File: src/rtl/mem_map_pkg.sv
// Shared memory-map definitions: region codes, region bases and the router FSM state type.
package mem_map_pkg;

  localparam int unsigned RAM_STATE = 1;
  localparam int unsigned VGA_STATE = 2;
  localparam int unsigned ERR_STATE = 3;

  localparam logic [31:0] RAM_BASE = 32'h0000_0000;
  localparam logic [31:0] VGA_BASE = 32'h8000_0000;

  typedef enum logic [2:0] {
    IDLE      = 3'd0,
    RAM_WAIT  = 3'd1,
    VGA_ISSUE = 3'd2,
    VGA_CAPT  = 3'd3,
    RESP      = 3'd4
  } router_state_e;

  typedef enum logic [1:0] {
    REGION_RAM = 2'd0,
    REGION_VGA = 2'd1,
    REGION_ERR = 2'd2
  } region_e;

endpackage

File: src/rtl/mem_bus_router_if.sv
// CPU request/response, RAM port and VGA port bundle seen by the router.
interface mem_bus_router_if #(
  parameter int word_width = 32
);

  logic                  req_valid;
  logic                  req_ready;
  logic                  req_we;
  logic [word_width-1:0] req_addr;
  logic [word_width-1:0] req_state;
  logic [word_width-1:0] req_wdata;

  logic                  resp_valid;
  logic [word_width-1:0] resp_rdata;
  logic                  resp_err;

  logic                  ram_req;
  logic                  ram_we;
  logic [word_width-1:0] ram_addr;
  logic [word_width-1:0] ram_wdata;
  logic                  ram_ack;
  logic [word_width-1:0] ram_rdata;

  logic                  vga_en;
  logic                  vga_we;
  logic [word_width-1:0] vga_addr;
  logic [word_width-1:0] vga_wdata;
  logic [word_width-1:0] vga_rdata;

  // The router itself.
  modport slave (
    input  req_valid, req_we, req_addr, req_state, req_wdata,
    input  ram_ack, ram_rdata, vga_rdata,
    output req_ready, resp_valid, resp_rdata, resp_err,
    output ram_req, ram_we, ram_addr, ram_wdata,
    output vga_en, vga_we, vga_addr, vga_wdata
  );

  // The CPU and memories around the router.
  modport master (
    output req_valid, req_we, req_addr, req_state, req_wdata,
    output ram_ack, ram_rdata, vga_rdata,
    input  req_ready, resp_valid, resp_rdata, resp_err,
    input  ram_req, ram_we, ram_addr, ram_wdata,
    input  vga_en, vga_we, vga_addr, vga_wdata
  );

endinterface

File: src/rtl/mem_bus_router_ram_timeout_ctr.sv
// Up-counter bounding how long a RAM request may wait for ram_ack.
module ram_timeout_ctr #(
  parameter int ram_timeout = 16
) (
  input  logic clk,
  input  logic rst_n,
  input  logic clr,
  input  logic en,
  output logic expired
);

  localparam int cw = (ram_timeout > 2) ? $clog2(ram_timeout) : 1;

  logic [cw-1:0] cnt;

  assign expired = (cnt == cw'(ram_timeout - 1));

  // Saturates at the terminal count so a stalled caller never wraps.
  always_ff @(posedge clk) begin
    if (!rst_n) begin
      cnt <= '0;
    end else if (clr) begin
      cnt <= '0;
    end else if (en && !expired) begin
      cnt <= cnt + cw'(1);
    end
  end

endmodule

File: src/rtl/mem_bus_router.sv
// Routes one translated CPU access at a time to RAM (ack handshake, timeout) or the
// VGA framebuffer (fixed 1-cycle read latency) and returns a single-cycle response.
//
//   state     | meaning
//   ----------+------------------------------------------------------------
//   IDLE      | ready for a request; response strobe may be high this cycle
//   RAM_WAIT  | ram_req held, waiting for ram_ack or timeout
//   VGA_ISSUE | vga_en strobe high
//   VGA_CAPT  | capturing vga_rdata
//   RESP      | result latched; resp_valid rises on the next edge
module mem_bus_router
  import mem_map_pkg::*;
#(
  parameter int word_width  = 32,
  parameter int ram_timeout = 16
) (
  input  logic            clk,
  input  logic            rst_n,
  mem_bus_router_if.slave bus
);

  typedef logic [word_width-1:0] word_t;

  router_state_e state, nxt_state;
  region_e       region;

  logic  we_q, nxt_we_q;
  logic  resp_valid_q, nxt_resp_valid;
  logic  resp_err_q, nxt_resp_err;
  word_t resp_rdata_q, nxt_resp_rdata;
  logic  ram_req_q, nxt_ram_req;
  logic  ram_we_q, nxt_ram_we;
  word_t ram_addr_q, nxt_ram_addr;
  word_t ram_wdata_q, nxt_ram_wdata;
  logic  vga_en_q, nxt_vga_en;
  logic  vga_we_q, nxt_vga_we;
  word_t vga_addr_q, nxt_vga_addr;
  word_t vga_wdata_q, nxt_vga_wdata;

  logic ctr_clr, ctr_en, ctr_expired;

  always_comb begin
    region = REGION_ERR;
    if (bus.req_state == word_width'(RAM_STATE)) begin
      region = REGION_RAM;
    end else if (bus.req_state == word_width'(VGA_STATE)) begin
      region = REGION_VGA;
    end
  end

  assign ctr_clr = (state != RAM_WAIT);
  assign ctr_en  = (state == RAM_WAIT) && !bus.ram_ack;

  ram_timeout_ctr #(
    .ram_timeout(ram_timeout)
  ) u_timeout_ctr (
    .clk    (clk),
    .rst_n  (rst_n),
    .clr    (ctr_clr),
    .en     (ctr_en),
    .expired(ctr_expired)
  );

  always_comb begin
    nxt_state      = state;
    nxt_we_q       = we_q;
    nxt_resp_valid = 1'b0;
    nxt_resp_err   = resp_err_q;
    nxt_resp_rdata = resp_rdata_q;
    nxt_ram_req    = ram_req_q;
    nxt_ram_we     = ram_we_q;
    nxt_ram_addr   = ram_addr_q;
    nxt_ram_wdata  = ram_wdata_q;
    nxt_vga_en     = 1'b0;
    nxt_vga_we     = vga_we_q;
    nxt_vga_addr   = vga_addr_q;
    nxt_vga_wdata  = vga_wdata_q;

    case (state)
      IDLE: begin
        if (bus.req_valid) begin
          nxt_we_q = bus.req_we;
          case (region)
            REGION_RAM: begin
              nxt_state     = RAM_WAIT;
              nxt_ram_req   = 1'b1;
              nxt_ram_we    = bus.req_we;
              nxt_ram_addr  = bus.req_addr;
              nxt_ram_wdata = bus.req_wdata;
            end
            REGION_VGA: begin
              nxt_state     = VGA_ISSUE;
              nxt_vga_en    = 1'b1;
              nxt_vga_we    = bus.req_we;
              nxt_vga_addr  = bus.req_addr;
              nxt_vga_wdata = bus.req_wdata;
            end
            default: begin
              nxt_state      = RESP;
              nxt_resp_err   = 1'b1;
              nxt_resp_rdata = '0;
            end
          endcase
        end
      end
      // An ack on the expiry cycle still completes the access normally.
      RAM_WAIT: begin
        if (bus.ram_ack) begin
          nxt_state      = RESP;
          nxt_ram_req    = 1'b0;
          nxt_resp_err   = 1'b0;
          nxt_resp_rdata = we_q ? '0 : bus.ram_rdata;
        end else if (ctr_expired) begin
          nxt_state      = RESP;
          nxt_ram_req    = 1'b0;
          nxt_resp_err   = 1'b1;
          nxt_resp_rdata = '0;
        end
      end
      VGA_ISSUE: begin
        nxt_state = VGA_CAPT;
      end
      VGA_CAPT: begin
        nxt_state      = RESP;
        nxt_resp_err   = 1'b0;
        nxt_resp_rdata = we_q ? '0 : bus.vga_rdata;
      end
      RESP: begin
        nxt_state      = IDLE;
        nxt_resp_valid = 1'b1;
      end
      default: begin
        nxt_state = IDLE;
      end
    endcase
  end

  always_ff @(posedge clk) begin
    if (!rst_n) begin
      state        <= IDLE;
      we_q         <= 1'b0;
      resp_valid_q <= 1'b0;
      resp_err_q   <= 1'b0;
      resp_rdata_q <= '0;
      ram_req_q    <= 1'b0;
      ram_we_q     <= 1'b0;
      ram_addr_q   <= '0;
      ram_wdata_q  <= '0;
      vga_en_q     <= 1'b0;
      vga_we_q     <= 1'b0;
      vga_addr_q   <= '0;
      vga_wdata_q  <= '0;
    end else begin
      state        <= nxt_state;
      we_q         <= nxt_we_q;
      resp_valid_q <= nxt_resp_valid;
      resp_err_q   <= nxt_resp_err;
      resp_rdata_q <= nxt_resp_rdata;
      ram_req_q    <= nxt_ram_req;
      ram_we_q     <= nxt_ram_we;
      ram_addr_q   <= nxt_ram_addr;
      ram_wdata_q  <= nxt_ram_wdata;
      vga_en_q     <= nxt_vga_en;
      vga_we_q     <= nxt_vga_we;
      vga_addr_q   <= nxt_vga_addr;
      vga_wdata_q  <= nxt_vga_wdata;
    end
  end

  assign bus.req_ready  = (state == IDLE);
  assign bus.resp_valid = resp_valid_q;
  assign bus.resp_err   = resp_err_q;
  assign bus.resp_rdata = resp_rdata_q;
  assign bus.ram_req    = ram_req_q;
  assign bus.ram_we     = ram_we_q;
  assign bus.ram_addr   = ram_addr_q;
  assign bus.ram_wdata  = ram_wdata_q;
  assign bus.vga_en     = vga_en_q;
  assign bus.vga_we     = vga_we_q;
  assign bus.vga_addr   = vga_addr_q;
  assign bus.vga_wdata  = vga_wdata_q;

endmodule

File: src/flat_wrapper.sv
// flat-port wrapper written by rule: the top's interface ports become plain ports
module mem_bus_router_flat import mem_map_pkg::*;
#(
  parameter int word_width  = 32,
  parameter int ram_timeout = 16
)
  (clk, rst_n, bus_req_valid, bus_req_we, bus_req_addr, bus_req_state, bus_req_wdata, bus_ram_ack, bus_ram_rdata, bus_vga_rdata, bus_req_ready, bus_resp_valid, bus_resp_rdata, bus_resp_err, bus_ram_req, bus_ram_we, bus_ram_addr, bus_ram_wdata, bus_vga_en, bus_vga_we, bus_vga_addr, bus_vga_wdata);
  mem_bus_router_if #(.word_width(word_width)) bus_i ();
  input  logic clk;
  input  logic rst_n;
  input wire logic [$bits(bus_i.req_valid)-1:0] bus_req_valid;
  input wire logic [$bits(bus_i.req_we)-1:0] bus_req_we;
  input wire logic [$bits(bus_i.req_addr)-1:0] bus_req_addr;
  input wire logic [$bits(bus_i.req_state)-1:0] bus_req_state;
  input wire logic [$bits(bus_i.req_wdata)-1:0] bus_req_wdata;
  input wire logic [$bits(bus_i.ram_ack)-1:0] bus_ram_ack;
  input wire logic [$bits(bus_i.ram_rdata)-1:0] bus_ram_rdata;
  input wire logic [$bits(bus_i.vga_rdata)-1:0] bus_vga_rdata;
  output wire logic [$bits(bus_i.req_ready)-1:0] bus_req_ready;
  output wire logic [$bits(bus_i.resp_valid)-1:0] bus_resp_valid;
  output wire logic [$bits(bus_i.resp_rdata)-1:0] bus_resp_rdata;
  output wire logic [$bits(bus_i.resp_err)-1:0] bus_resp_err;
  output wire logic [$bits(bus_i.ram_req)-1:0] bus_ram_req;
  output wire logic [$bits(bus_i.ram_we)-1:0] bus_ram_we;
  output wire logic [$bits(bus_i.ram_addr)-1:0] bus_ram_addr;
  output wire logic [$bits(bus_i.ram_wdata)-1:0] bus_ram_wdata;
  output wire logic [$bits(bus_i.vga_en)-1:0] bus_vga_en;
  output wire logic [$bits(bus_i.vga_we)-1:0] bus_vga_we;
  output wire logic [$bits(bus_i.vga_addr)-1:0] bus_vga_addr;
  output wire logic [$bits(bus_i.vga_wdata)-1:0] bus_vga_wdata;
  assign bus_i.req_valid = bus_req_valid;
  assign bus_i.req_we = bus_req_we;
  assign bus_i.req_addr = bus_req_addr;
  assign bus_i.req_state = bus_req_state;
  assign bus_i.req_wdata = bus_req_wdata;
  assign bus_i.ram_ack = bus_ram_ack;
  assign bus_i.ram_rdata = bus_ram_rdata;
  assign bus_i.vga_rdata = bus_vga_rdata;
  assign bus_req_ready = bus_i.req_ready;
  assign bus_resp_valid = bus_i.resp_valid;
  assign bus_resp_rdata = bus_i.resp_rdata;
  assign bus_resp_err = bus_i.resp_err;
  assign bus_ram_req = bus_i.ram_req;
  assign bus_ram_we = bus_i.ram_we;
  assign bus_ram_addr = bus_i.ram_addr;
  assign bus_ram_wdata = bus_i.ram_wdata;
  assign bus_vga_en = bus_i.vga_en;
  assign bus_vga_we = bus_i.vga_we;
  assign bus_vga_addr = bus_i.vga_addr;
  assign bus_vga_wdata = bus_i.vga_wdata;
  mem_bus_router #(.word_width(word_width), .ram_timeout(ram_timeout)) u_core (.clk(clk), .rst_n(rst_n), .bus(bus_i));
endmodule
File: config.mk
export PLATFORM = sky130hd
export DESIGN_NAME = mem_bus_router_flat
export DESIGN_NICKNAME = d
export VERILOG_FILES = /design/src/rtl/mem_map_pkg.sv /design/src/rtl/mem_bus_router_if.sv /design/src/rtl/mem_bus_router_ram_timeout_ctr.sv /design/src/rtl/mem_bus_router.sv /design/src/flat_wrapper.sv
export SDC_FILE = /design/constraint.sdc
export NUM_CORES = 1
export LEC_CHECK = 0
export ABC_AREA = 1
export CAP_MARGIN = 20
export CORE_UTILIZATION = 45
export DETAILED_ROUTE_END_ITERATION = 12
export GPL_TIMING_DRIVEN = 0
export PLACE_DENSITY_LB_ADDON = 0.25
export SETUP_SLACK_MARGIN = 0.15
export SYNTH_ARGS = -nofsm -noshare
export SYNTH_HDL_FRONTEND = slang
export SYNTH_SLANG_ARGS = --single-unit
File: constraint.sdc
create_clock -name clk -period 4.1 [get_ports clk]
set_input_delay 0.82 -clock clk [delete_from_list [all_inputs] [get_ports clk]]
set_output_delay 0.82 -clock clk [all_outputs]
set_load 0.005 [all_outputs]
==> results.toml, run 1 <==
[status]
run_status = "completed"

[pwr]
power.net_switching_mw = 1.70
switch_share = 0.318
pwr_density_cell_nw_per_um2 = 457
power.ir.vdd_worst_mv = 0.308
power_frac_comb = 0.313
power.static_leakage_nw = 4.22
p_int_mw = 3.65
p_clk_frac = 0.333
power.sequential.fraction = 0.354

[finish]
multiInputGateArea_um2 = 3010
most_common_cell_after_layout_fill_and_taps_aside = "sky130_fd_sc_hd__clkdlybuf4s50_1"
area_growth_pct = 56.6
final_util = 0.729
drive_gt1_frac = 0.0386
design_area_um2 = 11700
final-instance-count-excl-fill = 1589
nets = 1527
fillers = 1254
most-common-layout-cells = "sky130_fd_sc_hd__clkdlybuf4s50_1 (331), sky130_fd_sc_hd__a21oi_1 (202), sky130_fd_sc_hd__dfxtp_1 (174)"
antenna_cells = 0
seq_area_um2 = 3480

[place]
gp_congestion = 0.839
placed_cells_incl_taps = 1558
placement.io_buffers = 331
dp_hpwl_um = 19200
detailed_place.area_um2 = 11100

[job]
max-cap-violations = 0

[grt]
largest_net_degree_at_the_start_of_global_routing = 17
grt_pass1_wl_um = 38800
grt_usage = 0.297
via_count_of_the_first_global_routing_pass = 7796
antenna_found_initial = 1
globalRoute.totalOverflow = 0

[floorplan]
die_width_um = 131
fp.dieH_um = 131
initial_utilization = 0.465
top_level_ports = 332
core_area_um2 = 16100
rows = 46
design.die.area_um2 = 17100

[yosys]
syn_area_per_cell_um2 = 7.39
synth_area_um2 = 7470
synth_sequential_area_ratio = 0.466
synth_warnings = 0
synthCells = 1011
synth.ff_latch_count = 174
synth.lib_cells_used.distinct = 23
synth_fp_nets = 1177

[drt]
route.detailed.wl_per_inst_um = 16.4
detail_route.iter0.violations = 395
routed_via_density = 5.07
drt_wl_total_um = 26000
drc_errors = 0
drt.antenna.violating_nets = 0
drt_pre_antenna_iters = 5
vias_post_dr = 8053

[sta]
final_hold_viols = 0
slew_headroom = 0.600
unrepaired_setup_endpoints_after_global_routing = "false"
finalSetupTns_ps = 0
final-max-slew-violation-count = 0
setup-violations-final = 0
finalCriticalPeriod_ps = 2640
post-route-period-util = 0.643
final.setup_skew_ps = 6.92
clock.fmax_ghz = 0.379
timing_worst_slew_pin_value_ps = 601

[cts]
cts_buf_count = 17
cts.reportedPaths.clkPinSlew_ps = 70
clk_latency_ps = 430
clock-sinks = 174
clk_root_buffer_cell = "sky130_fd_sc_hd__clkbuf_16"
cts_setup_buffers = 0
holdBufCountCts = 0
post_cts.resized_instances = 0
ctsHtreeMaxLevel = 4
clockBufferDepth = 2
cts_tree = "done"

[worst_setup_path]
critical_path_arrival_ps = 1820
crit_path_start_kind = "flip-flop"
timing_worst_setup_path_type = "flip-flop to output port"
cp_slowest_stage_delay_ps = 600
critical_path.cell_chain = "nor3_4, clkdlybuf4s50_1"
critPathSlowestCell = "sky130_fd_sc_hd__clkdlybuf4s50_1"
cp-end-kind = "output port"
worst_ep_required_time_ps = 3280
crit_fanout = 10

[hold_path]
hp-class = "flip-flop to flip-flop"
## per-layer routing
| metal | global-route usage | part of all wire | vias up |
|---|---|---|---|
| met1 | 0.319 | 0.39 | 3652 |
| met2 | 0.532 | 0.49 | 335 |
| met3 | 0.0953 | 0.090 | 56 |
| met5 | 0 | 0.00050 | - |
| met4 | 0.133 | 0.029 | 2 |
| li1 | - | - | 4008 |
## power groups by stage
stage | Combinational [mW] | Sequential [mW] | Clock, mW
finish | 1.67 | 1.89 | 1.78
global route | 1.85 | 1.90 | 1.86
CTS | 1.66 | 1.89 | 1.78
detailed placement | 1.66 | 1.93 | 0
global placement | 1.62 | 1.92 | 0
floorplan | 1.00 | 1.93 | 0
## per-stage QoR
stage | setup slack, ps | total power [mW] | hold slack (ps)
detailed placement | 1110 | 3.58 | 435
finish | 1460 | 5.34 | 443
floorplan | 1990 | 2.93 | 439
global placement | 1170 | 3.55 | 431
global route | 1270 | 5.61 | 461
CTS | 1470 | 5.34 | 444
## state kept, by name, summed over array words and instances, names as in the netlist
| signal | count |
|---|---|
| u_core.bus.ram_addr | 32 |
| u_core.bus.ram_wdata | 32 |
| u_core.bus.resp_rdata | 32 |
| u_core.bus.vga_addr | 32 |
| u_core.bus.vga_wdata | 32 |
| u_core.u_timeout_ctr.cnt | 4 |
| u_core.state | 3 |
| u_core.bus.ram_req | 1 |
| u_core.bus.ram_we | 1 |
| u_core.bus.resp_err | 1 |
| u_core.bus.resp_valid | 1 |
| u_core.bus.vga_en | 1 |
| u_core.bus.vga_we | 1 |
| u_core.we_q | 1 |
## layout make-up
cell class,count,area share
Buffer,78,0.0281
Clock buffer,20,0.0399
Clock inverter,11,0.0156
Inverter,172,0.0552
Multi-Input combinational cell,587,0.258
Sequential cell,174,0.298
Tap cell,216,0.0231
Timing Repair Buffer,331,0.283
## path summary, 6_finish.rpt
kind                         endpoint  slack [ps]  cells after the start               startpoint
min reg2reg   u_core.bus.ram_addr[13]         440                      2  u_core.bus.ram_addr[13]
max reg2reg  u_core.bus.vga_wdata[10]        2100                      6          u_core.state[1]
min           u_core.bus.ram_addr[13]         440                      2  u_core.bus.ram_addr[13]
max                     bus_req_ready        1460                      2          u_core.state[1]
## synth_stat cells
library cell | number | area [um^2]
sky130_fd_sc_hd__buf_6 | 3 | 33.8
sky130_fd_sc_hd__nor2_4 | 2 | 22.5
sky130_fd_sc_hd__inv_1 | 169 | 634
sky130_fd_sc_hd__buf_2 | 11 | 55.1
sky130_fd_sc_hd__o21ai_0 | 118 | 591
sky130_fd_sc_hd__nand2_2 | 1 | 6.26
sky130_fd_sc_hd__o21ai_1 | 14 | 70.1
sky130_fd_sc_hd__nor3b_1 | 64 | 480
sky130_fd_sc_hd__buf_1 | 9 | 33.8
sky130_fd_sc_hd__a211oi_1 | 1 | 7.51
sky130_fd_sc_hd__a21oi_1 | 202 | 1010
sky130_fd_sc_hd__nand3_1 | 11 | 55.1
sky130_fd_sc_hd__nand4_1 | 33 | 206
sky130_fd_sc_hd__inv_2 | 3 | 11.3
sky130_fd_sc_hd__nor3_4 | 1 | 16.3
sky130_fd_sc_hd__dfxtp_1 | 174 | 3480
sky130_fd_sc_hd__nand3_2 | 1 | 10.0
sky130_fd_sc_hd__and3_1 | 1 | 6.26
sky130_fd_sc_hd__nor3_1 | 4 | 20.0
sky130_fd_sc_hd__nand2_1 | 75 | 282
sky130_fd_sc_hd__ha_1 | 1 | 12.5
sky130_fd_sc_hd__clkbuf_1 | 55 | 206
sky130_fd_sc_hd__nor2_1 | 58 | 218
## logic make-up after synthesis
logic type | count (synthesis) | share of synthesized area
simple gates | 251 | 0.177
buf+inv | 250 | 0.130
fa+ha+maj | 1 | 0.00167
compound gates | 335 | 0.225
flops | 174 | 0.466
## worst max-delay path, delay by kind of cell, from the launching register on
family | cells | cell delay, ps
buffers and inverters | 1 | 600
DFF | 1 | 400
and+or+nand+nor | 1 | 400
Power figures use the tool's default switching activity.
==> run 2, diff against run 1 <==
- CORE_UTILIZATION: 45 -> 38
- clock period: 4.1 -> 2.1 ns (I/O delays scaled with it)
==> run 2 against run 1 <==
- non-clock buffer count is 3 higher
- total power is 89% higher
- register-to-register slack worse by 1800 ps
- first-iteration DRC count shrank 24%
- critical path type is now input pin to flip-flop
- critical endpoint is now u_core.bus.resp_rdata[9]
- largest cell class unchanged
- largest power group unchanged
==> results.toml, run 2 (synthesized netlist as in run 1, its figures left out) <==
[status]
run_status = "completed"

[hold_path]
hp-class = "flip-flop to flip-flop"
hold_start = "u_core.bus.vga_wdata[29]"
count_of_cells_along_the_worst_hold_path = 2
holdPathEnd = "u_core.bus.vga_wdata[29]"

[pwr]
total_power_mw = 10.1
power.static_leakage_nw = 4.28
pwr_density_cell_nw_per_um2 = 853
power.ir.vdd_worst_mv = 0.600

[worst_setup_path]
worst_ep_required_time_ps = 2430
critical_path_arrival_ps = 2180
crit_fanout = 10
cp-end-kind = "flip-flop"
timing.rr.end = "u_core.bus.resp_rdata[30]"
worst_r2r_startpoint = "u_core.we_q"
rrSetupSlack_ps = 310
timing_worst_setup_path_type = "input pin to flip-flop"
crit_path_start_kind = "input pin"
reg2reg_depth = 7

[drt]
drc_errors = 0
routed_via_density = 4.79
drt_wl_total_um = 25500
vias_post_dr = 7843
route.detailed.wl_per_inst_um = 15.6
drt.antenna.violating_nets = 0
detail_route.iter0.violations = 302
drt_pre_antenna_iters = 4

[sta]
timing_worst_slew_pin_value_ps = 534
unrepaired_setup_endpoints_after_global_routing = "true"
finalSetupTns_ps = 0
final.setup_skew_ps = 13.3
post-route-period-util = 0.881
finalCriticalPeriod_ps = 1850
setup-violations-final = 0
clock.fmax_ghz = 0.540
slew_headroom = 0.644
final_hold_viols = 0
final-max-slew-violation-count = 0

[finish]
fillers = 1815
area_growth_pct = 58.1
design_area_um2 = 11800
most-common-layout-cells = "sky130_fd_sc_hd__clkdlybuf4s50_1 (330), sky130_fd_sc_hd__a21oi_1 (202), sky130_fd_sc_hd__dfxtp_1 (172)"
antenna_cells = 0
drive_gt1_frac = 0.0690
nets = 1530
most_common_cell_after_layout_fill_and_taps_aside = "sky130_fd_sc_hd__clkdlybuf4s50_1"

[cts]
clk_root_buffer_cell = "sky130_fd_sc_hd__clkbuf_16"
cts_tree = "done"
ctsHtreeMaxLevel = 4
cts_buf_count = 17
clk_latency_ps = 430
clock-sinks = 174
cts.reportedPaths.clkPinSlew_ps = 70
clockBufferDepth = 2

[grt]
grt_usage = 0.250
antenna_found_initial = 1
globalRoute.totalOverflow = 0
grt_pass1_wl_um = 39100
largest_net_degree_at_the_start_of_global_routing = 19
via_count_of_the_first_global_routing_pass = 7594

[place]
detailed_place.area_um2 = 11100
dp_hpwl_um = 19500
gp_congestion = 0.855
placement.io_buffers = 331

[floorplan]
top_level_ports = 332
rows = 50
initial_utilization = 0.393
design.die.area_um2 = 20200
core_area_um2 = 19000
fp.dieH_um = 142
die_width_um = 142

[job]
max-cap-violations = 0
## run 2: changes by cell type in the layout (fill, tap and decap cells not counted), moves of 3 or more
cell / before / now
sky130_fd_sc_hd__buf_2: 11 / 15
sky130_fd_sc_hd__buf_4: 0 / 5
sky130_fd_sc_hd__bufinv_16: 4 / 0
sky130_fd_sc_hd__clkbuf_1: 55 / 30
sky130_fd_sc_hd__clkbuf_2: 0 / 13
sky130_fd_sc_hd__clkbuf_4: 0 / 6
sky130_fd_sc_hd__clkbuf_8: 3 / 0
sky130_fd_sc_hd__clkinv_4: 5 / 1
sky130_fd_sc_hd__inv_6: 0 / 6
sky130_fd_sc_hd__nor2_1: 58 / 54
sky130_fd_sc_hd__nor2_2: 0 / 3
sky130_fd_sc_hd__o21ai_0: 118 / 75
sky130_fd_sc_hd__o21ai_1: 14 / 57
## run 2: through the flow
stage / std cells / hold slack [ps] / worst slack, ps / utilization
after floorplan: 1011 / 439 / 388 / -
after global placement: 1602 / 431 / -480 / 0.584
after detailed placement: 1602 / 435 / -482 / 0.584
after CTS: 1635 / 446 / 99.9 / 0.617
after global routing: 1637 / 456 / 139 / 0.621
final: 1637 / 442 / 250 / 0.621
## run 2: routing by layer
metal / GRT usage / vias to the layer above / wire length, um
met5: 0 / - / 0
met4: 0.0973 / 0 / 683
met3: 0.106 / 45 / 2790
met2: 0.430 / 299 / 12100
met1: 0.270 / 3478 / 10000
li1: - / 4021 / -
## run 2: how the worst max path moves through the flow
stage / start / to / slack, ps / depth (start not counted)
after floorplan: bus_req_state[6] / u_core.bus.vga_addr[27] / 390 / 12
after global placement: bus_req_state[6] / u_core.bus.ram_wdata[11] / -480 / 13
after detailed placement: bus_req_state[6] / u_core.bus.ram_wdata[13] / -480 / 13
after CTS: u_core.state[1] / bus_req_ready / 100 / 2
after global routing: bus_req_state[18] / u_core.bus.ram_wdata[22] / 140 / 13
final: bus_req_state[2] / u_core.bus.resp_rdata[9] / 250 / 13
## run 2: cell type report
type,count,area [um^2],area share
sequential,174,3490,0.295
timing repair buffer,335,3350,0.283
multi-input combinational,587,3050,0.258
inverter,172,646,0.0547
clock buffer,17,425,0.0360
buffer,77,388,0.0328
tap,260,325,0.0275
clock inverter,15,145,0.0123
## run 2: power breakdown
group	switching, mW	internal, mW	total, mW
clock	1.48	1.58	3.06
combinational	1.79	1.53	3.33
sequential	0.148	3.54	3.69
total	3.42	6.65	10.1
## run 2: worst max-delay path, cell delays in order
cell and delay [ps]:
sky130_fd_sc_hd__clkdlybuf4s50_1 450, sky130_fd_sc_hd__inv_1 30, sky130_fd_sc_hd__nand2_1 80, sky130_fd_sc_hd__nor2_1 50, sky130_fd_sc_hd__nand2_1 100, sky130_fd_sc_hd__nor2_2 60
sky130_fd_sc_hd__nand2_2 90, sky130_fd_sc_hd__nand2_1 60, sky130_fd_sc_hd__nand2_1 190, sky130_fd_sc_hd__clkbuf_1 350, sky130_fd_sc_hd__nand4_1 140, sky130_fd_sc_hd__nand2_1 110
sky130_fd_sc_hd__nor2_1 50
## run 2: what timing repair did
action	4_1_cts	5_1_grt
setup buffers	1	3
gates resized for setup	24	95
pin swaps	1	3
endpoints found under the hold margin	0	0
hold buffers	0	0
setup endpoints to repair	114	160
==> run 3, diff against run 2 <==
- CORE_ASPECT_RATIO: unset -> 1.2
==> run 3 against run 2 <==
- die area barely moved
- register-to-register slack barely moved
- maximum frequency fell by 1.8%
- clock skew fell by 1.5 ps
- global-route usage rose by 0.44 points
- hold slack improved by 1.9 ps
- sequential power barely moved
- sequential share of layout area fell by 0.11 points
- critical path type unchanged
- largest cell class unchanged
- highest routed layer unchanged
==> results.toml, run 3 (synthesized netlist as in run 1, its figures left out) <==
[status]
run_status = "completed"

[place]
gp_congestion = 0.843
dp_hpwl_um = 19800
placement.io_buffers = 331

[floorplan]
die_width_um = 130
fp.dieH_um = 156
top_level_ports = 332
initial_utilization = 0.392
design.die.area_um2 = 20200
core_area_um2 = 19100
rows = 55

[hold_path]
hold_start = "u_core.bus.ram_addr[7]"
hp-class = "flip-flop to flip-flop"

[worst_setup_path]
critical_path.cell_chain = "clkdlybuf4s50_1, inv_1, nand2_1, nor2_2, nand2_1, nor2_2, nand2_2, inv_2, nand3_4, clkbuf_16, buf_2, o21ai_0, a21oi_1"
cp_top_family = "buffers and inverters"
critical_path_depth = 13
endpoint = "u_core.bus.ram_wdata[7]"
reg2reg_depth = 8
critPathSlowestCell = "sky130_fd_sc_hd__clkdlybuf4s50_1"
crit_path_start_kind = "input pin"
cp_slowest_stage_delay_ps = 400
crit_fanout = 10
rrSetupSlack_ps = 300
worst_ep_required_time_ps = 2410
bufs_and_invs_on_worst_path = 5
critical_path.startpoint = "bus_req_state[6]"
timing.rr.end = "u_core.bus.resp_rdata[25]"
worst_r2r_startpoint = "u_core.state[2]"
critical_path_arrival_ps = 2200
cp-end-kind = "flip-flop"
timing_worst_setup_path_type = "input pin to flip-flop"

[drt]
detail_route.iter0.violations = 298
drt.antenna.violating_nets = 0
route.detailed.wl_per_inst_um = 15.9
drt_wl_total_um = 25900
vias_post_dr = 7902
routed_via_density = 4.84
drt_pre_antenna_iters = 4
drc_errors = 0

[finish]
area_growth_pct = 58.7
fillers = 1750
most_common_cell_after_layout_fill_and_taps_aside = "sky130_fd_sc_hd__clkdlybuf4s50_1"
most-common-layout-cells = "sky130_fd_sc_hd__clkdlybuf4s50_1 (330), sky130_fd_sc_hd__a21oi_1 (202), sky130_fd_sc_hd__dfxtp_1 (172)"
final_util = 0.622
drive_gt1_frac = 0.0756
seq_area_um2 = 3490
multiInputGateArea_um2 = 3090
nets = 1529

[sta]
final-max-slew-violation-count = 0
post-route-period-util = 0.897
final.setup_skew_ps = 11.8
finalSetupTns_ps = 0
timing_worst_slew_pin_value_ps = 541
unrepaired_setup_endpoints_after_global_routing = "true"
holdWs_ps = 444
finalCriticalPeriod_ps = 1880
setup-violations-final = 0
clock.fmax_ghz = 0.531
slew_headroom = 0.639
final_hold_viols = 0

[grt]
via_count_of_the_first_global_routing_pass = 7627
antenna_found_initial = 1
globalRoute.totalOverflow = 0
grt_pass1_wl_um = 39400
grt_usage = 0.254
largest_net_degree_at_the_start_of_global_routing = 17

[cts]
holdBufCountCts = 0
cts_buf_count = 17
clock-sinks = 174
cts_tree = "done"
clk_latency_ps = 430
cts.reportedPaths.clkPinSlew_ps = 70
clockBufferDepth = 2
clk_root_buffer_cell = "sky130_fd_sc_hd__clkbuf_16"
ctsHtreeMaxLevel = 4

[pwr]
total_power_mw = 10.2
power.ir.vdd_worst_mv = 0.521
pwr_density_cell_nw_per_um2 = 857
power.static_leakage_nw = 4.29

[job]
max-cap-violations = 0
==> run 3: worst min-delay path by stage <==
stage | end | cells after the start
CTS | u_core.bus.vga_wdata[24] | 2
finish | u_core.bus.ram_addr[7] | 2
global placement | u_core.bus.vga_addr[17] | 2
floorplan | u_core.u_timeout_ctr.cnt[3] | 2
detailed placement | u_core.bus.vga_addr[8] | 2
global route | u_core.bus.vga_wdata[24] | 2
==> run 3: final cells by class <==
class,count,share of cell area
multi-input cells,587,0.261
plain buffers,78,0.0334
clock inverters,12,0.0104
repair buffers,333,0.282
inverters,172,0.0545
clock buffers,19,0.0374
diodes,1,0.000211
well taps,256,0.0270
flip-flops and latches,174,0.294
==> run 3: through the flow <==
step,instance area [um^2],cells,setup WS [ps]
3_5_place_dp,11100,1598,-502
5_1_grt,11900,1631,63.0
4_1_cts,11700,1630,109
3_3_place_gp,11100,1598,-497
6_report,11900,1632,216
2_1_floorplan,7470,1011,388
==> run 3: timing repair <==
| item | in CTS | in global routing |
|---|---|---|
| pin swaps | 1 | 3 |
| endpoints found under the setup margin | 130 | 162 |
| resized for setup | 23 | 119 |
| endpoints found under the hold margin | 0 | 0 |
| gates cloned | 0 | 1 |
| buffers inserted | 1 | 0 |
==> run 3: power by group <==
| group | switching [mW] | internal (mW) |
|---|---|---|
| logic | 1.84 | 1.52 |
| registers | 0.151 | 3.54 |
| clock network | 1.41 | 1.69 |
| total | 3.40 | 6.76 |
==> run 3: routing by layer <==
metal | global-route usage | vias up | wire, um
met2 | 0.466 | 273 | 13200
met1 | 0.259 | 3564 | 9620
met4 | 0.0803 | 0 | 465
li1 | - | 4029 | -
met5 | 0 | - | 0
met3 | 0.102 | 36 | 2670
==> run 3: tightest hold or removal path, stage by stage (launching register included) <==
cell and delay (ps):
sky130_fd_sc_hd__dfxtp_1 310, sky130_fd_sc_hd__inv_1 50, sky130_fd_sc_hd__a21oi_1 50
==> RTL change: new RTL, settings of run 1 <==
The 5 states of `router_state_e` get a one-hot encoding in 5 bits.
--- a/src/rtl/mem_map_pkg.sv
+++ b/src/rtl/mem_map_pkg.sv
@@ -10,8 +10,8 @@
 
-  typedef enum logic [2:0] {
-    IDLE      = 3'd0,
-    RAM_WAIT  = 3'd1,
-    VGA_ISSUE = 3'd2,
-    VGA_CAPT  = 3'd3,
-    RESP      = 3'd4
+  typedef enum logic [4:0] {
+    IDLE      = 5'b00001,
+    RAM_WAIT  = 5'b00010,
+    VGA_ISSUE = 5'b00100,
+    VGA_CAPT  = 5'b01000,
+    RESP      = 5'b10000
   } router_state_e;
Behaviour: no difference found for any inputs over 4 cycles, from zero or initial values and one cycle with rst_n low; so few cycles prove little.
==> RTL change against run 1 <==
Setup slack better by 0.065 ns; routed wire length up 0.57%; cell area down 1.1%; critical endpoint unchanged; synthesized area down 1.3%; sequential cell count up 2; highest routed layer is now met4; synthesized cell count down 1.8%.
Power is not compared: it rests on default switching activity, and its combinational part moved more than twofold at a synthesized area within 25%.
==> RTL change: results (changes against run 1) <==
| Metric | Value |
|---|---|
| Status | complete, no violations |
| Synth top area cells | dfxtp_1 48%, nor2_1 15%, a31oi_1 8.1% |
| Post-Route Hold Slack | 0.456 ns (+0.0139 ns) |
| Vias in the first global route | 7871 (+0.96%) |
| Reg clk slew, reported paths | 0.07 ns (about the same) |
| Post-CTS Resized | 0 (unchanged) |
| Cell types with the highest counts after synthesis | 291 x nor2_1, 176 x dfxtp_1, 96 x a31oi_1 |
| Layout cells sized above 1 | 0.0686 (+0.0300) |
| Via count | 8255 (+2.5%) |
| YS warnings | 0 (unchanged) |
| Worst hold-check path type | register to register |
| Initial antenna violation count | 0 (-1) |
| GRT Resource Usage Total | 0.302 (+0.00432) |
| Leakage | 4.53 nW |
| Sequential area share after synthesis | 0.478 (+0.0116) |
| Post-CTS setup buffers | 0 (unchanged) |
| Worst Clk Skew | 0.00591 ns (-0.00101 ns) |
| Worst-Skew Late Latency | 0.44 ns |
| H-tree Lvls | 4 (unchanged) |
| FFs w/ async S/R, synth | 0 (unchanged) |
| Worst-case reg-to-reg path depth | 8 (+2) |
| CP Max Fanout | 4 (-6) |
| Slew headroom | 0.528 (-0.0714) |
| Post-Place Cell Area | 0.0109 mm² (-0.97%) |
| Worst Hold End | u_core.bus.resp_err |
| Hold path startpoint | u_core.bus.resp_err |
| GP Congestion | 0.889 (+6.0%) |
| Fill count | 1315 (+4.9%) |
| Worst r2r src | u_core.state[2] |
| Critical path arrival | 1.75 ns (-0.07 ns) |
| Net Count, Synth | 1159 (-1.5%) |
| CTS max path bufs | 2 (unchanged) |
| # setup viols final | 0 (unchanged) |
| Final nets | 1508 (-1.2%) |
| Post-DP HPWL | 19.2 mm (-0.17%) |
| R2R Setup Slk | 2.25 ns (+0.15 ns) |
| Synth unique cells | 26 (+13%) |
| VDD IR max | 0.297 mV |
| Diode count | 0 (unchanged) |
| First-pass GRT wire length | 39.1 mm (+0.58%) |
| FF-to-FF End | u_core.bus.vga_wdata[11] |
| 1st-iter DRT viols | 492 (+25%) |
| Port bufs | 330 (-0.30%) |
| Largest net degree at the start of global routing | 17 (unchanged) |
| Final wirelength | 26.2 mm (+0.57%) |
[RTL change: changes by cell type after synthesis, moves of 8 or more]
| cell | change |
|---|---|
| a21oi_1 | -163 |
| a31oi_1 | +96 |
| buf_2 | +15 |
| buf_4 | +8 |
| clkbuf_1 | -9 |
| inv_1 | -155 |
| nand2_1 | -17 |
| nand3_1 | +61 |
| nand4_1 | -32 |
| nor2_1 | +233 |
| nor3_1 | +60 |
| nor3b_1 | -64 |
| o21ai_0 | -97 |
| o21ai_1 | +36 |
[RTL change: worst max-delay path: stages, from the launching register on]
cell and delay (ns):
dfxtp_1 0.33, nor2_4 0.20, nand4_4 0.14, inv_1 0.12, clkdlybuf4s50_1 0.53
[RTL change: where the power goes]
part           total (mW)  internal (mW)  switching [mW]  leakage, nW
Sequential           1.80           1.77          0.0313         1.42
Combinational       0.680          0.364           0.316         2.81
Clock                1.73           1.00           0.726        0.295
[RTL change: kinds of logic (layout without fill, tap and decap cells)]
logic type               after synthesis  in the layout  share of synthesized area
AND/OR/NAND/NOR                      497            497                      0.287
AO/OA/AOI/OAI                        208            208                      0.159
flip-flops                           176            176                      0.478
buffers and inverters                111            473                     0.0741
adder cells (fa/ha/maj)                1              1                    0.00170
[RTL change: stage by stage]
step	cells	worst slack, ns
6_report	1571	1.53
4_1_cts	1571	1.51
3_3_place_gp	1539	1.21
3_5_place_dp	1539	1.19
2_1_floorplan	993	2.08
5_1_grt	1571	1.39
[RTL change: routing by layer]
metal  vias up  global-route usage  wire length [µm]
met5         -                   0                 0
met4         0               0.141               944
li1       4062                   -                 -
met3        65               0.112              2690
met2       361               0.529             12600
met1      3767               0.321              9930
[RTL change: worst max path at each step]
stage	from	end	slack (ns)	cells after the start
after CTS	u_core.state[2]	bus_req_ready	1.51	4
after floorplan	bus_req_state[3]	u_core.bus.resp_rdata[11]	2.08	10
after detailed placement	bus_req_state[13]	u_core.bus.vga_wdata[14]	1.19	9
after global routing	bus_req_state[9]	u_core.bus.vga_addr[23]	1.39	9
after global placement	rst_n	u_core.bus.resp_rdata[31]	1.21	5
final	u_core.state[2]	bus_req_ready	1.53	4
[RTL change: final cells by class]
| type | instances | area [µm²] | share of cell area |
|---|---|---|---|
| Buffer | 91 | 472 | 0.0408 |
| Clock buffer | 19 | 453 | 0.0391 |
| Clock inverter | 13 | 171 | 0.0148 |
| Inverter | 20 | 75.1 | 0.00649 |
| Multi-Input combinational cell | 706 | 3300 | 0.286 |
| Sequential cell | 176 | 3520 | 0.304 |
| Tap cell | 216 | 270 | 0.0234 |
| Timing Repair Buffer | 330 | 3300 | 0.285 |
